File: src/rtl/mul_unit.sv
// Radix-2 shift-add multiplier for RV32M MUL/MULH/MULHSU/MULHU.
// Sign-magnitude core: operates on |rs1|,|rs2| and re-applies the sign in FIX.
module mul_unit #(
  parameter int XLEN = 32
) (
  input  logic              clock,
  input  logic              reset,
  input  logic              start,
  input  logic [1:0]        op,
  input  logic [XLEN-1:0]   rs1,
  input  logic [XLEN-1:0]   rs2,
  output logic              busy,
  output logic              done,
  output logic [2*XLEN-1:0] mul_output,
  output logic [XLEN-1:0]   result
);

  localparam int CW = $clog2(XLEN);
  localparam logic [1:0] OP_MUL    = 2'b00;
  localparam logic [1:0] OP_MULH   = 2'b01;
  localparam logic [1:0] OP_MULHSU = 2'b10;

  typedef enum logic [1:0] {S_IDLE, S_CALC, S_FIX} state_t;

  state_t              state_q, state_d;
  logic [XLEN-1:0]     mcand_q, mcand_d;
  logic [2*XLEN-1:0]   acc_q,   acc_d;
  logic                neg_q,   neg_d;
  logic [1:0]          op_q,    op_d;
  logic [CW-1:0]       cnt_q,   cnt_d;
  logic [2*XLEN-1:0]   prod_q,  prod_d;
  logic [XLEN-1:0]     res_q,   res_d;
  logic                done_q,  done_d;

  logic                sgn1, sgn2;
  logic [XLEN-1:0]     mag1, mag2;
  logic [XLEN:0]       sum;

  // Magnitudes stay unsigned XLEN bits, so -2^(XLEN-1) maps cleanly to 2^(XLEN-1).
  assign sgn1 = ((op == OP_MULH) || (op == OP_MULHSU)) && rs1[XLEN-1];
  assign sgn2 = (op == OP_MULH) && rs2[XLEN-1];
  assign mag1 = sgn1 ? (~rs1 + 1'b1) : rs1;
  assign mag2 = sgn2 ? (~rs2 + 1'b1) : rs2;

  // acc = {partial high, remaining multiplier}; the add keeps its carry for the shift.
  assign sum = {1'b0, acc_q[2*XLEN-1:XLEN]} +
               ({1'b0, mcand_q} & {(XLEN+1){acc_q[0]}});

  always_comb begin
    state_d = state_q;
    mcand_d = mcand_q;
    acc_d   = acc_q;
    neg_d   = neg_q;
    op_d    = op_q;
    cnt_d   = cnt_q;
    prod_d  = prod_q;
    res_d   = res_q;
    done_d  = 1'b0;
    case (state_q)
      S_IDLE: begin
        if (start) begin
          mcand_d = mag1;
          acc_d   = {{XLEN{1'b0}}, mag2};
          neg_d   = sgn1 ^ sgn2;
          op_d    = op;
          cnt_d   = '0;
          state_d = S_CALC;
        end
      end
      S_CALC: begin
        acc_d = {sum, acc_q[XLEN-1:1]};
        cnt_d = cnt_q + 1'b1;
        if (cnt_q == CW'(XLEN-1)) state_d = S_FIX;
      end
      S_FIX: begin
        prod_d  = neg_q ? (~acc_q + 1'b1) : acc_q;
        res_d   = (op_q == OP_MUL) ? prod_d[XLEN-1:0] : prod_d[2*XLEN-1:XLEN];
        done_d  = 1'b1;
        state_d = S_IDLE;
      end
      default: state_d = S_IDLE;
    endcase
  end

  always_ff @(posedge clock or negedge reset) begin
    if (!reset) begin
      state_q <= S_IDLE;
      mcand_q <= '0;
      acc_q   <= '0;
      neg_q   <= 1'b0;
      op_q    <= '0;
      cnt_q   <= '0;
      prod_q  <= '0;
      res_q   <= '0;
      done_q  <= 1'b0;
    end else begin
      state_q <= state_d;
      mcand_q <= mcand_d;
      acc_q   <= acc_d;
      neg_q   <= neg_d;
      op_q    <= op_d;
      cnt_q   <= cnt_d;
      prod_q  <= prod_d;
      res_q   <= res_d;
      done_q  <= done_d;
    end
  end

  assign busy       = (state_q == S_CALC) || (state_q == S_FIX);
  assign done       = done_q;
  assign mul_output = prod_q;
  assign result     = res_q;

endmodule

File: config.mk
export PLATFORM = sky130hd
export DESIGN_NAME = mul_unit
export DESIGN_NICKNAME = d
export VERILOG_FILES = /design/src/rtl/mul_unit.sv
export SDC_FILE = /design/constraint.sdc
export NUM_CORES = 1
export LEC_CHECK = 0
export CAP_MARGIN = 25
export CORE_AREA = 5 5 175 177
export CTS_BUF_LIST = sky130_fd_sc_hd__clkbuf_8
export CTS_CLUSTER_SIZE = 10
export DETAILED_ROUTE_END_ITERATION = 10
export DIE_AREA = 0 0 180 182
export GPL_ROUTABILITY_DRIVEN = 1
export PLACE_DENSITY = 0.76
export SETUP_SLACK_MARGIN = 0.05
export SYNTH_ARGS = -nofsm -noshare
export SYNTH_HDL_FRONTEND = slang
export SYNTH_SLANG_ARGS = --single-unit
File: constraint.sdc
create_clock -name clock -period 4.1 [get_ports clock]
set_clock_uncertainty 0.1 [all_clocks]
set_input_delay 0.41 -clock clock [delete_from_list [all_inputs] [get_ports clock]]
set_output_delay 0.41 -clock clock [all_outputs]
set_load 0.05 [all_outputs]
==> After elaboration in Yosys (flattened, before gate mapping) <==
Cells that the tools add are included.
{ "classes": {"bitwise_logic": 5, "add_sub_neg": 5, "n_mux": 12, "n_reduce_logical": 10, "eq_ne": 7} }
{ "ops": {"columns": ["op", "count"], "rows": [
  ["64-bit 2-to-1 mux", 2],
  ["64-bit one-hot mux with 2 select lines", 1],
  ["32-bit 2-to-1 mux", 3],
  ["32-bit by 1-bit adder with 32-bit output (second input constant)", 2],
  ["64-bit by 1-bit adder with 64-bit output (second input constant)", 1],
  ["32-bit inverter", 2],
  ["64-bit inverter", 1],
  ["32-bit by 33-bit adder with 33-bit output", 1],
  ["32-bit by 33-bit AND with 33-bit output", 1],
  ["5-bit one-hot mux with 2 select lines", 1],
  ["2-bit AND reduction", 3],
  ["5-bit by 1-bit adder with 5-bit output (second input constant)", 1],
  ["5-bit == test (second input constant)", 1],
  ["5-bit 2-to-1 mux", 1],
  ["2-bit by 1-bit == test with 1-bit output (second input constant)", 2],
  ["2-bit == test (second input constant)", 2],
  ["2-bit logical NOT", 2],
  ["2-bit 2-to-1 mux", 2],
  ["2-bit inequality test (second input constant)", 2],
  ["2-bit one-hot mux with 2 select lines", 1],
  ["1-bit logical AND", 2],
  ["1-bit logical OR", 2],
  ["2-bit nonzero test", 1],
  ["1-bit 2-to-1 mux", 1],
  ["1-bit XOR", 1]
]} }
{ "totals": {"wordCells": 48, "in_bits": 69, "reg_bits": 203} }

==> Logic depth before layout (Yosys ltp) <==
Gate-level depths: netlist of run 1.
{ "logic_depth": {"word_depth": 5, "mapped_depth": 14} }

==> Least setup slack after synthesis of run 1 <==
OpenSTA, ideal clock, no wires.
{ "synth_path": {"path_kind": "register to register", "start": "register acc_q[0]", "end": "register acc_q[59]", "stages_incl_launch_ff": 15, "n_path_buf": 2, "slack_ps": 735, "t_required_ps": 3867, "arrival_time_ps": 3132, "path_cell_list": "dfrtp_1 > clkbuf_1 > clkbuf_1 > and2_1 > ha_1 > inv_1 > fa_1 > nor2b_1 > o2111ai_1 > a21boi_0 > o21ai_0 > o41ai_1 > a221oi_1 > nor2b_1 > o211ai_1"} }
{ "synth_via": {"elab_chain_cells": 3} }
{ "synth_rtl": {"columns": ["item", "line", "source"], "rows": [
  ["start: declaration", "27", "logic [2*XLEN-1:0] acc_q, acc_d;"],
  ["start signal: assignment", "89", "acc_q <= '0;"],
  ["start signal: assignment", "99", "acc_q <= acc_d;"],
  ["32-bit by 33-bit AND with 33-bit output", "47", "({1'b0, mcand_q} & {(XLEN+1){acc_q[0]}});"],
  ["32-bit by 33-bit adder with 33-bit output", "46", "assign sum = {1'b0, acc_q[2*XLEN-1:XLEN]} +"],
  ["64-bit one-hot mux with 2 select lines", "59", "case (state_q)"]
]} }
Every way passes these cells.
A chain may end at the register's enable or synchronous reset.

==> Final worst setup path of run 1 <==
{ "layout_path": {"start": "register acc_q[21]", "end": "register res_q[13] (netlist: result[13])"} }
{ "layout_via": {"elab_chain_cells": 4} }
{ "layout_rtl": {"columns": ["item", "line", "source"], "rows": [
  ["64-bit inverter", "76", "prod_d = neg_q ? (~acc_q + 1'b1) : acc_q;"],
  ["64-bit by 1-bit adder with 64-bit output", "76", null],
  ["64-bit 2-to-1 mux", "76", null],
  ["32-bit 2-to-1 mux", "77", "res_d = (op_q == OP_MUL) ? prod_d[XLEN-1:0] : prod_d[2*XLEN-1:XLEN];"],
  ["end signal: assignment", "104", "res_q <= res_d;"],
  ["end: declaration", "32", "logic [XLEN-1:0] res_q, res_d;"]
]} }
Every way passes these cells.

==> run summary, run 1 <==
DR iter-0 viols -> 859
DRC -> 0
Setup bufs post-CTS -> 0
Comb pwr share -> 46.4%
Root buf cell -> clkbuf_8
Slew @ Worst Pin -> 976 ps
Synth-to-Final Area Change -> 22.1%
Worst r2r dst -> result[13]
Share of total power in the clock network -> 20.1%
WP data required -> 4390 ps
Tcrit/Tclk final -> 87.6%
Non-Filler Instances -> 2051
Cells after Synth -> 1501
Gpl congestion -> 0.933
Seq cells post-synth -> 203
Synth Flop Type -> dfrtp_1
Unique masters post-synth -> 67
Max_cap viols -> 0
Vias in the first global route -> 11400
Sequential power share -> 33.5%
Post-synth EDFFs -> 0
Final Hold Fails -> 0
Worst hold path class -> in -> async
Clk_lat worst skew -> 540 ps
Critical R2R Launch -> acc_q[21]
H-tree levels -> 2
Run status -> finished, final reports clean
Sequential element share of the synthesized area -> 40.0%
Internal Power -> 5180 uW
Overall global routing resource usage -> 22.5%
LEAKAGE -> 0.00664 uW
Crit Path Max Fanout -> 7
Fin. max-slew vios -> 0
Worst Path Arrival -> 3880 ps
Sw Ratio -> 46.2%
Initial antenna violation count -> 0
Gr ovfl total -> 0
Worst r2r path cells -> 8
Number of primary I/O pins -> 167
Syn_nets -> 1612
RSZ-0062 raised after global routing -> no
Die Ht -> 182 um
Post-layout util -> 53.4%
Via count -> 11800
Register-to-register setup slack -> 510 ps
Pin count of the biggest net entering global routing -> 118
Max Root-Sink Buffers -> 3
Share of layout cells above drive strength 1 -> 6.62%
First-pass GRT wire length -> 60800 um
Critical Path Source -> acc_q[21]
Setup Crit Path Kind -> reg -> reg
CP endpoint kind -> register
Synthesis Warnings -> 0
Max_slew headroom -> 34.8%
Final HPWL DP -> 28300 um
Die width -> 180 um
CP endpoint -> result[13]
IO Port Bufs -> 166
DR WL/cell -> 18.3 um
Final setup violation count -> 0
CTS buffer count -> 37
Most frequent cells in the layout -> dfrtp_1, clkdlybuf4s50_1, o21ai_0, nand2_1, nor2_1
Post-synthesis instance area -> 0.0127 mm2
Fin nets -> 1746
Starting Density -> 43.7%
Clk slew on worst S/H paths -> 70 ps
Crit start category -> register
Clk sinks -> 203
Most common library cell in the layout ignoring fill and taps -> dfrtp_1
Routed wire length -> 37400 um
Fin crit period -> 3590 ps
DIE AREA -> 0.0328 mm2
Ys async rst share -> 100%
Power Density -> 621 mW/mm2
Core area -> 0.0291 mm2
DRT antenna net count -> 0
Mean Syn Cell Area -> 8.47 um2
Final TNS setup -> 0 ps
Switch Pwr -> 4450 uW
Ant diodes -> 0
Post-DR vias/cell -> 5.76
Peak supply drop -> 0.296 mV
Max frequency -> 278 MHz
Drt first pass iters -> 5
CTS tree -> yes
Post-Place Cells -> 1983
Rows -> 63
layout make-up:
| type | count | area, um2 |
|---|---|---|
| fillers | 2687 | 13600 |
| multi-input cells | 1174 | 7190 |
| flip-flops and latches | 203 | 5080 |
| repair buffers | 189 | 1890 |
| clock buffers | 49 | 674 |
| well taps | 390 | 488 |
| inverters | 30 | 113 |
| clock inverters | 16 | 82.6 |
what timing repair did:
item | CTS | global route
hold buffers | 1 | 0
resized for setup | 0 | 0
hold endpoints to repair | 114 | 0
cells by family (layout without fill, tap and decap cells):
logic type               after synthesis  count (layout)  synth area share (%)
adder cells (fa/ha/maj)               42              42                  4.19
buffers and inverters                124             284                  3.68
flip-flops                           203             203                  40.0
AO/OA/AOI/OAI                        452             452                  21.0
XOR/XNOR                             143             143                  9.86
AND/OR/NAND/NOR                      511             511                  19.1
multiplexers                          26              26                  2.18
power groups by stage:
stage | Sequential (uW) | Combinational [uW] | Clock, uW
floorplan | 2900 | 3230 | 0
global placement | 3200 | 4280 | 0
detailed placement | 3240 | 4390 | 0
CTS | 3210 | 4420 | 1970
global route | 3310 | 4920 | 2080
finish | 3230 | 4470 | 1940
metrics by stage:
stage | worst slack [ps] | hold WS [ps] | total power, uW | area [um2]
2_1_floorplan | 735 | 14.4 | 6140 | 12700
3_3_place_gp | 605 | 355 | 7490 | 14700
3_5_place_dp | 558 | 364 | 7630 | 14700
4_1_cts | 529 | 377 | 9600 | 15500
5_1_grt | 218 | 203 | 10300 | 15500
6_report | 509 | 191 | 9640 | 15500
routing by layer:
metal	routed length, um	GRT usage, %	vias up	share of wire [%]
met3	2540	3.81	88	6.8
li1	-	-	5614	-
met5	0	0	-	0
met1	16500	30.9	5624	44
met4	1390	8.26	0	3.7
met2	17000	35.9	482	46
how the worst min path moves through the flow:
stage,start,endpoint,slack [ps],depth (start not counted)
after global placement,mcand_q[12],mcand_q[12],350,2
after global routing,reset,acc_q[2],200,2
final,reset,acc_q[2],190,2
after detailed placement,mcand_q[7],mcand_q[7],360,2
after floorplan,reset,acc_q[0],10,0
after CTS,mcand_q[7],mcand_q[7],380,2
critical path: stages, from the launching register on:
cell and delay, ps:
dfrtp_1 450, or4_1 590, nor4bb_1 540, nand4_1 330
or3_1 520, nor2_1 150, nor3b_1 60, nor4_1 570
o2bb2ai_1 150
synthesized netlist by cell type (16+ instances only):
master / instances / area share (%)
xnor2_1: 47 / 3.2
mux2i_1: 16 / 1.3
nand2_1: 160 / 4.7
xor2_1: 96 / 6.6
nor4_1: 17 / 0.84
ha_1: 41 / 4.0
clkbuf_1: 87 / 2.6
nand4_1: 18 / 0.89
nor3_1: 17 / 0.67
o21ai_0: 162 / 6.4
o41ai_1: 17 / 1.2
a21oi_1: 145 / 5.7
or3_1: 25 / 1.2
inv_1: 30 / 0.89
dfrtp_1: 203 / 40
o31ai_1: 34 / 2.0
and2_1: 35 / 1.7
nand3_1: 24 / 0.95
nor2_1: 153 / 4.5
state kept, by name, summed over array words and instances, names as in the netlist:
signal      flops
acc_q          64
mul_output     64
mcand_q        32
result         32
cnt_q           5
op_q            2
state_q         2
done            1
neg_q           1
No activity file was read; power rests on OpenSTA's default activity.
==> run 2, diff against run 1 <==
PLACE_DENSITY = 0.79   (was 0.76)
clock period = 3 ns   (was 4.1 ns; I/O delays follow)
==> run summary, run 2 (synthesis gave the netlist of run 1 again) <==
Final TNS setup -> -906 ps (-906 ps)
CP endpoint kind -> register
Design area -> 0.0179 mm2 (+15%)
Met3 Usage GRT -> 4.17% (+0.36 points)
Peak supply drop -> 0.440 mV (+48%)
Final HPWL DP -> 31100 um (+9.8%)
Placed inst area -> 0.0162 mm2 (+10%)
Worst r2r path cells -> 8 (unchanged)
Worst r2r dst -> result[24]
Crit Path Max Fanout -> 4 (-3)
Slew @ Worst Pin -> 829 ps (-147 ps)
Max_cap viols -> 0 (unchanged)
Pin count of the biggest net entering global routing -> 120 (+1.7%)
Fin crit period -> 3180 ps (-416 ps)
Max frequency -> 315 MHz (+13%)
Clk sinks -> 203 (unchanged)
First-pass GRT wire length -> 65000 um (+6.9%)
WP data required -> 3330 ps (-1060 ps)
Overall global routing resource usage -> 24.0% (+1.5 points)
Met1 GRT Util -> 32.0% (+1.2 points)
Register-to-register setup slack -> -180 ps (-680 ps)
Share of layout cells above drive strength 1 -> 22.3% (+16 points)
DR iter-0 viols -> 1073 (+25%)
Max_slew headroom -> 44.7% (+9.9 points)
Fin nets -> 1960 (+12%)
Tcrit/Tclk final -> 106% (+18 points)
Post-layout util -> 61.5% (+8.2 points)
Clk slew on worst S/H paths -> 70 ps (about the same)
IO Port Bufs -> 166 (unchanged)
Via count -> 12800 (+8.7%)
Final setup violation count -> 14 (+14)
RSZ-0062 raised after global routing -> yes
Critical R2R Launch -> acc_q[43]
Total power -> 16100 uW (+67%)
Vias in the first global route -> 12400 (+9.1%)
DIE AREA -> 0.0328 mm2 (unchanged)
Worst hold path class -> in -> async
Gr ovfl total -> 0 (unchanged)
Most frequent cells in the layout -> buf_4, dfrtp_1, clkdlybuf4s50_1, nand2_1, nor2_1
DR WL/cell -> 18.6 um (+2.0%)
CTS buffer count -> 38 (+2.7%)
Fin. max-slew vios -> 0 (unchanged)
Most common library cell in the layout ignoring fill and taps -> buf_4
Starting Density -> 43.7% (unchanged)
Power Density -> 901 mW/mm2 (+45%)
Post-DR vias/cell -> 5.67 (-1.6%)
Clk_lat worst skew -> 540 ps (about the same)
Final setup margin -> -175 ps (-684 ps)
Run status -> finished, violations left
Crit start category -> register
Root buf cell -> clkbuf_8
Setup Crit Path Kind -> reg -> reg
Rows -> 63 (unchanged)
Initial antenna violation count -> 0 (unchanged)
DRT antenna net count -> 0 (unchanged)
Gpl congestion -> 0.927 (-0.68%)
Worst Path Arrival -> 3500 ps (-380 ps)
Die width -> 180 um (unchanged)
DRC -> 0 (unchanged)
Routed wire length -> 42200 um (+13%)
H-tree levels -> 2 (unchanged)
GR peak layer -> met2
Synth-to-Final Area Change -> 40.9%
Final Hold Fails -> 0 (unchanged)
LEAKAGE -> 0.00784 uW (+18%)
CTS tree -> yes
Number of primary I/O pins -> 167 (unchanged)
Routing usage on met2 -> 38.9% (+3.1 points)
Max Root-Sink Buffers -> 3 (unchanged)
Ant diodes -> 0 (unchanged)
Violated checks -> negative setup slack
Die Ht -> 182 um (unchanged)
Core area -> 0.0291 mm2 (unchanged)
Drt first pass iters -> 5 (unchanged)
run 2: changes by cell type in the layout (fill, tap and decap cells not counted), moves of 7 or more:
cell / previous run / this run
buf_4: 19 / 222
o21ai_0: 161 / 139
o21ai_1: 2 / 15
ha_1: 40 / 28
buf_6: 0 / 10
a21oi_1: 145 / 136
o31ai_1: 34 / 25
a21oi_2: 0 / 8
ha_4: 1 / 9
o21ai_2: 0 / 7
o31ai_4: 0 / 7
run 2: layout make-up:
type / instances / area [um2]
sequential: 203 / 5080
fill: 2370 / 11200
clock inverter: 24 / 138
multi-input combinational: 1174 / 7970
clock buffer: 43 / 592
timing repair buffer: 402 / 3510
tap: 390 / 488
inverter: 30 / 113
run 2: worst max-delay path by stage:
stage	start	endpoint	slack [ps]	cells past startpoint
6_report	acc_q[43]	result[24]	-180	8
5_1_grt	acc_q[43]	result[24]	-260	8
4_1_cts	acc_q[43]	result[24]	-180	8
3_5_place_dp	acc_q[44]	result[24]	-230	8
3_3_place_gp	rs2[11]	acc_q[27]	-230	8
2_1_floorplan	acc_q[44]	result[24]	-330	9
run 2: worst max-delay path: stages, from the launching register on:
cell and delay (ps):
dfrtp_1 390, or4_4 520, or4_4 440, or4_4 430
or3_4 400, o31a_1 280, xnor2_2 150, mux2i_1 90
mux2_4 260
run 2: power by group:
part           total, uW  internal, uW  switching (uW)
combinational       9470          4070            5410
sequential          4040          3410             633
clock               2620          1400            1210
run 2: what timing repair did:
item / 4_1_cts / 5_1_grt
endpoints found under the hold margin: 78 / 0
hold buffers: 1 / 0
pin swaps: 23 / 61
gates cloned: 0 / 1
resized for setup: 38 / 128
endpoints found under the setup margin: 48 / 72
setup buffers: 8 / 22
run 2: through the flow:
stage / hold WS [ps] / worst slack (ps) / instances
floorplan: -95.6 / -330 / 1501
global placement: 282 / -229 / 2173
detailed placement: 288 / -229 / 2173
CTS: 289 / -184 / 2249
global route: 324 / -257 / 2266
finish: 270 / -175 / 2266
run 2: layer usage:
| layer | vias up | part of all wire [%] |
|---|---|---|
| met5 | - | 0 |
| met4 | 0 | 4.4 |
| met3 | 130 | 6.8 |
| met2 | 542 | 47 |
| met1 | 6127 | 42 |
| li1 | 6042 | - |
==> run 3, diff against run 2 <==
PLACE_DENSITY = 0.72   (was 0.79)
==> run summary, run 3 (synthesis gave the netlist of run 1 again) <==
Run status -> finished, violations left
Violated checks -> negative setup slack
Core area -> 0.0291 mm2 (unchanged)
Max_cap viols -> 0 (unchanged)
DRT antenna net count -> 0 (unchanged)
Tcrit/Tclk final -> 105% (-0.42 points)
Most frequent cells in the layout -> buf_4, dfrtp_1, clkdlybuf4s50_1, nand2_1, nor2_1
Critical path's slowest cell -> or4_4
Die width -> 180 um (unchanged)
Synth-to-Final Area Change -> 37.3%
Routed wire length -> 40400 um (-4.2%)
Overall global routing resource usage -> 23.8% (-0.15 points)
DRC -> 0 (unchanged)
Post-DR vias/cell -> 5.54 (-2.2%)
Pin count of the biggest net entering global routing -> 97 (-19%)
Final HPWL DP -> 30700 um (-1.3%)
Share of layout cells above drive strength 1 -> 19.7% (-2.6 points)
Crit Path Max Fanout -> 4 (unchanged)
Post-Place Worst Slack -> -224 ps (+5.91 ps)
Rows -> 63 (unchanged)
Gr ovfl total -> 0 (unchanged)
CTS buffer count -> 37 (-2.6%)
Initial antenna violation count -> 0 (unchanged)
Worst Path Arrival -> 3480 ps (-20 ps)
Die Ht -> 182 um (unchanged)
Via count -> 12400 (-3.2%)
Final setup violation count -> 9 (-5)
Fin crit period -> 3160 ps (-12.7 ps)
DR WL/cell -> 18.0 um (-3.3%)
Gpl congestion -> 0.912 (-1.6%)
Final setup margin -> -163 ps (+12.7 ps)
Max Root-Sink Buffers -> 3 (unchanged)
IO Port Bufs -> 166 (unchanged)
Final Hold Fails -> 0 (unchanged)
Slew @ Worst Pin -> 797 ps (-32.8 ps)
Most common cell type on the critical path -> or4_4
Max_slew headroom -> 46.3% (+1.6 points)
Root buf cell -> clkbuf_8
CP endpoint kind -> register
Cell Chain, Critical Path -> or4_4, or4_4, or4_4, or3_4, o31a_1, xnor2_2, mux2i_1, mux2_4
Drt first pass iters -> 5 (unchanged)
Clk slew on worst S/H paths -> 60 ps (about the same)
Fin nets -> 1945 (-0.77%)
Setup Crit Path Kind -> reg -> reg
DR iter-0 viols -> 997 (-7.1%)
Critical Path Max Stage Delay -> 540 ps (+20 ps)
Clk_lat worst skew -> 540 ps (about the same)
LEAKAGE -> 0.00773 uW (-1.5%)
Post-layout util -> 60.0% (-1.6 points)
Worst hold path class -> in -> async
WP data required -> 3320 ps (about the same)
Crit start category -> register
Ant diodes -> 0 (unchanged)
Max frequency -> 316 MHz (+0.40%)
Clk sinks -> 203 (unchanged)
Peak supply drop -> 0.415 mV (-5.5%)
Fin. max-slew vios -> 0 (unchanged)
RSZ-0062 raised after global routing -> yes
First-pass GRT wire length -> 64400 um (-0.87%)
H-tree levels -> 2 (unchanged)
DIE AREA -> 0.0328 mm2 (unchanged)
Vias in the first global route -> 12300 (-1.1%)
Power Density -> 888 mW/mm2 (-1.4%)
Number of primary I/O pins -> 167 (unchanged)
Most common library cell in the layout ignoring fill and taps -> buf_4
CTS tree -> yes
Starting Density -> 43.7% (unchanged)
==> run 3: changes by cell type in the layout (fill, tap and decap cells not counted), sizes merged <==
cell | previous run | this run
clkinv | 6 | 1
inv | 46 | 45
clkbuf | 44 | 41
buf | 235 | 221
clkinvlp | 1 | 2
==> run 3: stage by stage <==
| stage | std cells | cell area [um2] | setup TNS, ps | hold slack (ps) | power, uW |
|---|---|---|---|---|---|
| after CTS | 2237 | 17000 | -748 | 269 | 15000 |
| after detailed placement | 2169 | 16200 | -3450 | 301 | 12200 |
| final | 2244 | 17400 | -772 | 279 | 15500 |
| after global placement | 2169 | 16200 | -2470 | 297 | 12000 |
| after floorplan | 1501 | 12800 | -977 | -95.6 | 8460 |
| after global routing | 2244 | 17400 | -1710 | 336 | 16500 |
==> run 3: final cells by class <==
class	instances	area [um2]
Timing Repair Buffer	388	3430
Fill cell	2458	11600
Clock inverter	19	114
Tap cell	390	488
Multi-Input combinational cell	1174	7670
Inverter	30	113
Clock buffer	40	551
Sequential cell	203	5080
==> run 3: metal layers <==
| metal | global-route usage (%) | vias up | part of all wire [%] |
|---|---|---|---|
| li1 | - | 6010 | - |
| met1 | 31.9 | 5892 | 44 |
| met2 | 38.7 | 436 | 47 |
| met3 | 4.19 | 93 | 6.2 |
| met4 | 9.36 | 0 | 3.6 |
| met5 | 0 | - | 0 |
==> run 3: final timing paths <==
| check | from | to | slack, ps | cells past startpoint |
|---|---|---|---|---|
| worst min-delay path | reset | acc_q[5] | 280 | 2 |
| worst max register to register | acc_q[44] | result[24] | -160 | 8 |
| worst min register to register | mcand_q[16] | mcand_q[16] | 370 | 2 |
| worst max-delay path | acc_q[44] | result[24] | -160 | 8 |
| min in group clock | op[1] | op_q[1] | 300 | 3 |
| max in group asynchronous | reset | mcand_q[3] | 1770 | 3 |
==> run 3: power breakdown <==
group	switching, uW	leakage [uW]	internal (uW)
clock	1140	0.000387	1300
sequential	541	0.00270	3410
combinational	5160	0.00464	3950
==> run 3: repair_timing <==
item / CTS / global route
endpoints found under the hold margin: 79 / 0
setup endpoints to repair: 42 / 67
setup buffers: 8 / 7
resized for setup: 27 / 76
pin swaps: 10 / 32
hold buffers: 1 / 0
==> run 3: critical path: cells and delay by family (launching register included) <==
family / cells / cell delay [ps]
simple gates: 4 / 1820
flops: 1 / 380
mux: 2 / 340
compound gates: 1 / 280
xor+xnor: 1 / 140
